`config.mk`:
```
export PLATFORM = sky130hd
export DESIGN_NAME = feature_map_streamer_flat
export DESIGN_NICKNAME = d
export VERILOG_FILES = /design/src/rtl/feature_map_streamer_if.sv /design/src/rtl/feature_map_streamer.sv /design/src/flat_wrapper.sv
export SDC_FILE = /design/constraint.sdc
export NUM_CORES = 2
export LEC_CHECK = 0
export ABC_AREA = 1
export CORE_AREA = 2 2 781 783
export CTS_BUF_LIST = sky130_fd_sc_hd__clkbuf_8
export DETAILED_ROUTE_END_ITERATION = 12
export DIE_AREA = 0 0 783 785
export PLACE_DENSITY = 0.3
export SYNTH_ARGS = -nofsm -noshare
export SYNTH_HDL_FRONTEND = slang
export SYNTH_SLANG_ARGS = --single-unit
```
`constraint.sdc`:
```
create_clock -name clk -period 116.6 [get_ports clk]
set_input_delay 17.49 -clock clk [delete_from_list [all_inputs] [get_ports clk]]
set_output_delay 17.49 -clock clk [all_outputs]
set_load 0.1 [all_outputs]
```
`src/rtl/feature_map_streamer_if.sv`:
```
// feature_map_streamer_if: byte-stream valid/ready handshake towards the host-link TX
interface feature_map_streamer_if;
  logic [7:0] tx_data;
  logic       tx_valid;
  logic       tx_ready;
  modport master(output tx_data, tx_valid, input tx_ready);
  modport slave(input tx_data, tx_valid, output tx_ready);
endinterface

```
`src/rtl/feature_map_streamer.sv`:
```
// feature_map_streamer: latches pooled channel images and streams them as bytes; FEATURE_STREAM_HEADER_EN adds a per-channel header byte
module feature_map_streamer #(
  parameter int IMG_SIZE = 14,
  parameter int IC = 10,
  localparam int NBITS = IMG_SIZE * IMG_SIZE,
  localparam int NBYTES = (NBITS + 7) / 8
) (
  input  logic                 clk,
  input  logic                 rst,
  input  logic                 data_in_ready,
  input  logic [NBITS-1:0]     img_in [0:IC-1],
  feature_map_streamer_if.master tx,
  output logic                 busy,
  output logic                 done
);
  localparam int CW = IC > 1 ? $clog2(IC) : 1;
  localparam int BW = NBYTES > 1 ? $clog2(NBYTES) : 1;
`ifdef FEATURE_STREAM_HEADER_EN
  localparam bit HDR_EN = 1'b1;
`else
  localparam bit HDR_EN = 1'b0;
`endif
  typedef enum logic [2:0] {IDLE, LOAD, HDR, SEND, DONE} state_t;
  state_t state;
  logic [NBITS-1:0] img_buf [0:IC-1];
  logic [CW-1:0] ch;
  logic [BW-1:0] bidx;
  logic acc, last_byte, last_ch;
  assign acc = tx.tx_valid && tx.tx_ready;
  assign last_byte = bidx == BW'(NBYTES - 1);
  assign last_ch = ch == CW'(IC - 1);
  function automatic logic [7:0] byte_at(input logic [CW-1:0] c, input logic [BW-1:0] b);
    logic [8*NBYTES-1:0] p;
    p = '0;
    p[NBITS-1:0] = img_buf[c];
    return p[8*b +: 8];
  endfunction
  // private copy of the frame, taken only at the IDLE sample so later img_in changes are ignored
  always_ff @(posedge clk)
    if (state == IDLE && data_in_ready) img_buf <= img_in;
  // frame sequencer; tx_data is preloaded with the next byte so every output stays registered
  always_ff @(posedge clk or posedge rst)
    if (rst) begin
      state <= IDLE;
      tx.tx_data <= '0;
      tx.tx_valid <= 1'b0;
      busy <= 1'b0;
      done <= 1'b0;
      ch <= '0;
      bidx <= '0;
    end else if (state inside {LOAD, HDR, SEND} && !data_in_ready) begin
      state <= IDLE;
      tx.tx_valid <= 1'b0;
      busy <= 1'b0;
    end else begin
      case (state)
        IDLE: if (data_in_ready) begin
          state <= LOAD;
          busy <= 1'b1;
          ch <= '0;
          bidx <= '0;
        end
        LOAD: begin
          state <= HDR_EN ? HDR : SEND;
          tx.tx_valid <= 1'b1;
          tx.tx_data <= HDR_EN ? 8'hC0 : byte_at('0, '0);
        end
        HDR: if (acc) begin
          state <= SEND;
          tx.tx_data <= byte_at(ch, '0);
        end
        SEND: if (acc) begin
          if (!last_byte) begin
            bidx <= bidx + 1'b1;
            tx.tx_data <= byte_at(ch, bidx + 1'b1);
          end else if (last_ch) begin
            state <= DONE;
            tx.tx_valid <= 1'b0;
            busy <= 1'b0;
            done <= 1'b1;
            bidx <= '0;
          end else begin
            state <= HDR_EN ? HDR : SEND;
            bidx <= '0;
            ch <= ch + 1'b1;
            tx.tx_data <= HDR_EN ? {2'b11, 6'(ch + 1'b1)} : byte_at(ch + 1'b1, '0);
          end
        end
        DONE: if (!data_in_ready) begin
          state <= IDLE;
          done <= 1'b0;
        end
        default: state <= IDLE;
      endcase
    end
endmodule

```
`src/flat_wrapper.sv`:
```
// flat-port wrapper written by rule: the top's interface ports become plain ports
module feature_map_streamer_flat 
#(
  parameter int IMG_SIZE = 14,
  parameter int IC = 10,
  localparam int NBITS = IMG_SIZE * IMG_SIZE,
  localparam int NBYTES = (NBITS + 7) / 8
)
  (clk, rst, data_in_ready, img_in, busy, done, tx_tx_data, tx_tx_valid, tx_tx_ready);
  feature_map_streamer_if tx_i ();
  input  logic clk;
  input  logic rst;
  input  logic data_in_ready;
  input  logic [NBITS-1:0] img_in[0:IC-1];
  output logic busy;
  output logic done;
  output wire logic [$bits(tx_i.tx_data)-1:0] tx_tx_data;
  output wire logic [$bits(tx_i.tx_valid)-1:0] tx_tx_valid;
  input wire logic [$bits(tx_i.tx_ready)-1:0] tx_tx_ready;
  assign tx_tx_data = tx_i.tx_data;
  assign tx_tx_valid = tx_i.tx_valid;
  assign tx_i.tx_ready = tx_tx_ready;
  feature_map_streamer #(.IMG_SIZE(IMG_SIZE), .IC(IC)) u_core (.clk(clk), .rst(rst), .data_in_ready(data_in_ready), .img_in(img_in), .tx(tx_i), .busy(busy), .done(done));
endmodule
```
* After elaboration in Yosys (flattened, before gate mapping)
Cells that the tools add are included.
W data, S select, Z words.
** Storage, ports and cells
- Flip-flop bits (word level) :: 1983
- Bits in latches :: 0
- RAM bits :: 0
- Memory bits (read-only) :: 0
- Input port bits :: 1964
- Output and inout port bits :: 11
- Logic and storage cells :: 103
- Memories kept :: 0
** Cells by class
- Add/subtract/negate cells :: 2
- Multiply operators :: 0
- Divide/modulo/power cells :: 0
- Magnitude comparators :: 2
- Equality and inequality tests :: 20
- Shifts and indexed selects :: 1
- Muxes and demuxes :: 41
- Bitwise logic cells :: 3
- Reductions and logical operators :: 17
** Operator list (count)
- $bmux W196 S4 :: 2
- $mux W196 :: 2
- $shiftx A200 B9 Y8 :: 1
- $mux W8 :: 6
- $pmux W8 S3 :: 1
- $mux W3 :: 7
- $mux W4 :: 4
- $mux W5 :: 3
- $ne A3 B2 Y1 const B :: 5
- $pmux W3 S5 :: 1
- $reduce_and A5 Y1 :: 3
- $reduce_and A6 Y1 :: 2
- $ge A5 B5 Y1 const B :: 2
- $mux W1 :: 10
- $not A4 Y5 :: 2
- $pmux W5 S2 :: 1
- $reduce_bool A3 Y1 :: 3
- $ne A2 B1 Y1 const B :: 4
- $pmux W4 S2 :: 1
- $reduce_and A4 Y1 :: 2
- $eq A3 B2 Y1 const B :: 2
- $ne A2 B2 Y1 const B :: 3
- $ne A3 B3 Y1 const B :: 2
- $pmux W1 S2 :: 3
- other kinds (11) :: 14

* Depth between registers and ports, before layout
- Depth after elaboration :: 9
- Mapped depth :: 21

* Worst setup path before layout
OpenSTA, ideal clock, no wires.
- Path kind :: input-to-reg
- Start :: input port data_in_ready
- End :: register u_core.img_buf[0] in the netlist's numbering (enable)
- Setup time :: 4.354 ns
- Arrival time :: 98.377 ns
- Required time :: 112.246 ns
- Setup slack :: 13.869 ns
- Cell stages on the path :: 2
- Path through :: inv_1 -> nor2_1
** On the way
- Word-level cells in the longest chain between the ends :: 1
** RTL lines
- start, declared :: line flat_wrapper.sv:13 : input logic data_in_ready;
- $logic_and A1 B1 Y1 :: line feature_map_streamer.sv:40 : if (state == IDLE && data_in_ready) img_buf <= img_in;
- end signal, assigned :: line feature_map_streamer.sv:40
- end, declared :: line feature_map_streamer.sv:25 : logic [NBITS-1:0] img_buf [0:IC-1];
Every way passes these cells.
A chain may end at the register's enable or synchronous reset.

* Worst setup path after layout
- Start :: input port data_in_ready
- End :: register u_core.img_buf[426] in the netlist's numbering (enable)
Same word-level chain as after synthesis.

==> out/qor.csv <==
metric,value,unit
clockPowerShare,27.2,%
whs,0.504,ns
cts_tree,done,
post-dp-hpwl,442000,um
switching_power,1.17,mW
synthTopCellsByArea,"edfxtp_1 72%, nand2_1 6.5%, nor2_1 5.0%",
die_h,785,um
p_comb_share,37.9,%
peakVddDrop,0.0000147,V
post-route-min-period,21.71,ns
crit_path_start_kind,primary input,
crit_chain,"clkdlybuf4s50_1, inv_1, nor2_4, buf_4, buf_4, buf_4, buf_4",
place_congestion,0.850,
hold_violations,0,
avgRoutedWirePerCell,32.7,um
rsz0062_at_grt,false,
slowest_stage,buf_4,
die_w,783,um
layout_commonest_cell,clkdlybuf4s50_1,
post_cts_resize_count,0,
io_pins,1975,
dr.pass1.iters,6,
layout_common_cells,"1963 x clkdlybuf4s50_1, 1960 x edfxtp_1, 1402 x nand2_1",
outcome,"finished, final reports clean",
antenna_found_initial,581,
cp_max_fo,76,
instances_no_fill,17500,
first_global_vias,66600,
htree_levels,5,
syn_inst,6884,
power.density,22.5,nW/um^2
final_antenna_net_count,0,
ys_types,38,
synthToLayoutAreaGrowth,45.4,%
nets,10900,
reg2reg_depth,16,
drc,0,
cts-root-buf,clkbuf_8,
min_path_cells,2,
clk_pin_slew_worst_paths,0.05,ns
skew,0.109,ns
dpl.cell_count,16600,
worst-setup-path-type,primary input to flop,
synth_area_per_cell,11.8,sq um
crit_arrival,22.44,ns
cts_buffers,406,
netlist_area,81200,sq um
synth.largest_area_cell,edfxtp_1,
critPathRequiredTime,117.33,ns
yosysSeqAreaShare,73.2,%
finalSetupViolations,0,
cpPeakStageDelay,0.96,ns
die_area,615000,sq um
grt_pass1_wl,715000,um
grt_max_degree,177,
ctsHoldBuffers,0,
p_sw_share,44.2,%
overflow,0,
num_vias,66100,
io_buffers,1974,
postCtsSetupBuffers,0,
yosys_register_bits,1983,
end_kind,flop,
fmax,0.0461,GHz
cts.sinks,1983,
start_util,13.4,%
grtUsageTotal,17.7,%
power.internal,1.48,mW
synthesis.nets,8852,
worstHoldPathType,flop to flop,
first_iter_violations,5456,
drive_gt1_share,7.53,%
power_frac_seq,34.9,%
worst_pin_slew,1.34,ns
fillCellCount,66400,
synthDominantCellAreaShare,72.5,%
slew_headroom,10.5,%
slew_violations,0,
period_share,18.6,%
yosys_warnings,0,
clk_latency,1.19,ns
vias_per_cell,3.78,
core,605000,sq um
crit_top_cell,buf_4,
rows,286,
setup-tns-final,0,ns
drt_wl_total,571000,um
power.leakage,40.6,nW
cts_buffer_depth,4,
drv_cap,0,
## per-stage QoR
stage	instance area (sq um)	util [%]	total power, mW	setup slack, ns
finish	118000	19.5	2.65	94.89
global route	118000	19.5	2.81	94.54
CTS	118000	19.5	2.75	94.84
detailed placement	110000	18.2	2.01	93.53
global placement	110000	18.2	2.01	93.61
floorplan	81200	-	1.70	13.87
## per-layer routing
layer | vias to the layer above | share of wire, % | track usage (%) | wire length [um]
met3 | 1379 | 7.0 | 4.75 | 39900
met5 | - | 0.25 | 0 | 1410
li1 | 28700 | - | - | -
met1 | 32500 | 40 | 21.1 | 227000
met2 | 3248 | 50 | 31.4 | 284000
met4 | 218 | 3.2 | 4.83 | 18500
## state kept, by name (all words and copies together) (netlist names)
signal              count
u_core.tx.tx_valid      1
u_core.busy             1
u_core.state            3
u_core.tx.tx_data       8
u_core.ch               4
u_core.done             1
u_core.img_buf       1960
u_core.bidx             5
## critical path, delay by kind of cell
family	cells	cell delay [ns]
buffers and inverters	6	4.28
AND/OR/NAND/NOR	1	0.40
## kinds of logic (layout without fill, tap and decap cells)
group	Yosys count	count (layout)	synth area share [%]
AND/OR/NAND/NOR	3202	3202	16.0
flip-flops	1983	1983	73.2
AO/OA/AOI/OAI	1058	1058	7.22
buffers and inverters	628	3018	3.46
XOR/XNOR	5	5	0.0539
adder cells (fa/ha/maj)	4	4	0.0616
multiplexers	4	4	0.0493
other	0	121	0
## final timing paths
kind,startpoint,to,slack (ns)
worst max-delay path,data_in_ready,u_core.img_buf[426]$_DFFE_PP_,94.89
worst min-delay path,u_core.busy$_DFFE_PP0P_,u_core.busy$_DFFE_PP0P_,0.50
worst max register to register,u_core.ch[0]$_DFFE_PP0P_,u_core.tx.tx_data[6]$_DFFE_PP0P_,110.84
worst min register to register,u_core.busy$_DFFE_PP0P_,u_core.busy$_DFFE_PP0P_,0.50
max in group asynchronous,rst,u_core.ch[0]$_DFFE_PP0P_,99.37
min in group asynchronous,rst,u_core.tx.tx_data[2]$_DFFE_PP0P_,16.75
## power groups by stage
stage	combinational (mW)	sequential [mW]	clock [mW]
after detailed placement	1.06	0.941	0
after global routing	1.10	0.934	0.779
final	1.01	0.926	0.721
after floorplan	0.431	1.27	0
after CTS	1.07	0.928	0.758
after global placement	1.07	0.941	0
## final cells by class
class | count | area [sq um] | share of cell area (%)
multi-input combinational | 4273 | 19100 | 16.2
timing repair buffer | 2102 | 20800 | 17.7
clock buffer | 408 | 5620 | 4.75
sequential | 1983 | 59400 | 50.3
inverter | 190 | 773 | 0.655
antenna | 121 | 303 | 0.256
tap | 8064 | 10100 | 8.54
clock inverter | 318 | 1930 | 1.64
## cell usage after synthesis (all sizes together)
cell	number
ha	4
a221oi	5
o2111ai	1
o211ai	194
nand3b	1
dfrtp	23
xnor2	1
inv	188
a32o	1
nand3	684
nand2	1402
or2	37
nor3	4
xor2	4
mux2i	4
a31oi	7
nor2	1073
o21a	1
buf	254
o21ai	628
o21bai	1
clkinv	2
a21oi	201
clkbuf	184
a211oi	3
nand4	1
edfxtp	1960
o221ai	7
o22ai	9
Power figures use the tool's default switching activity.
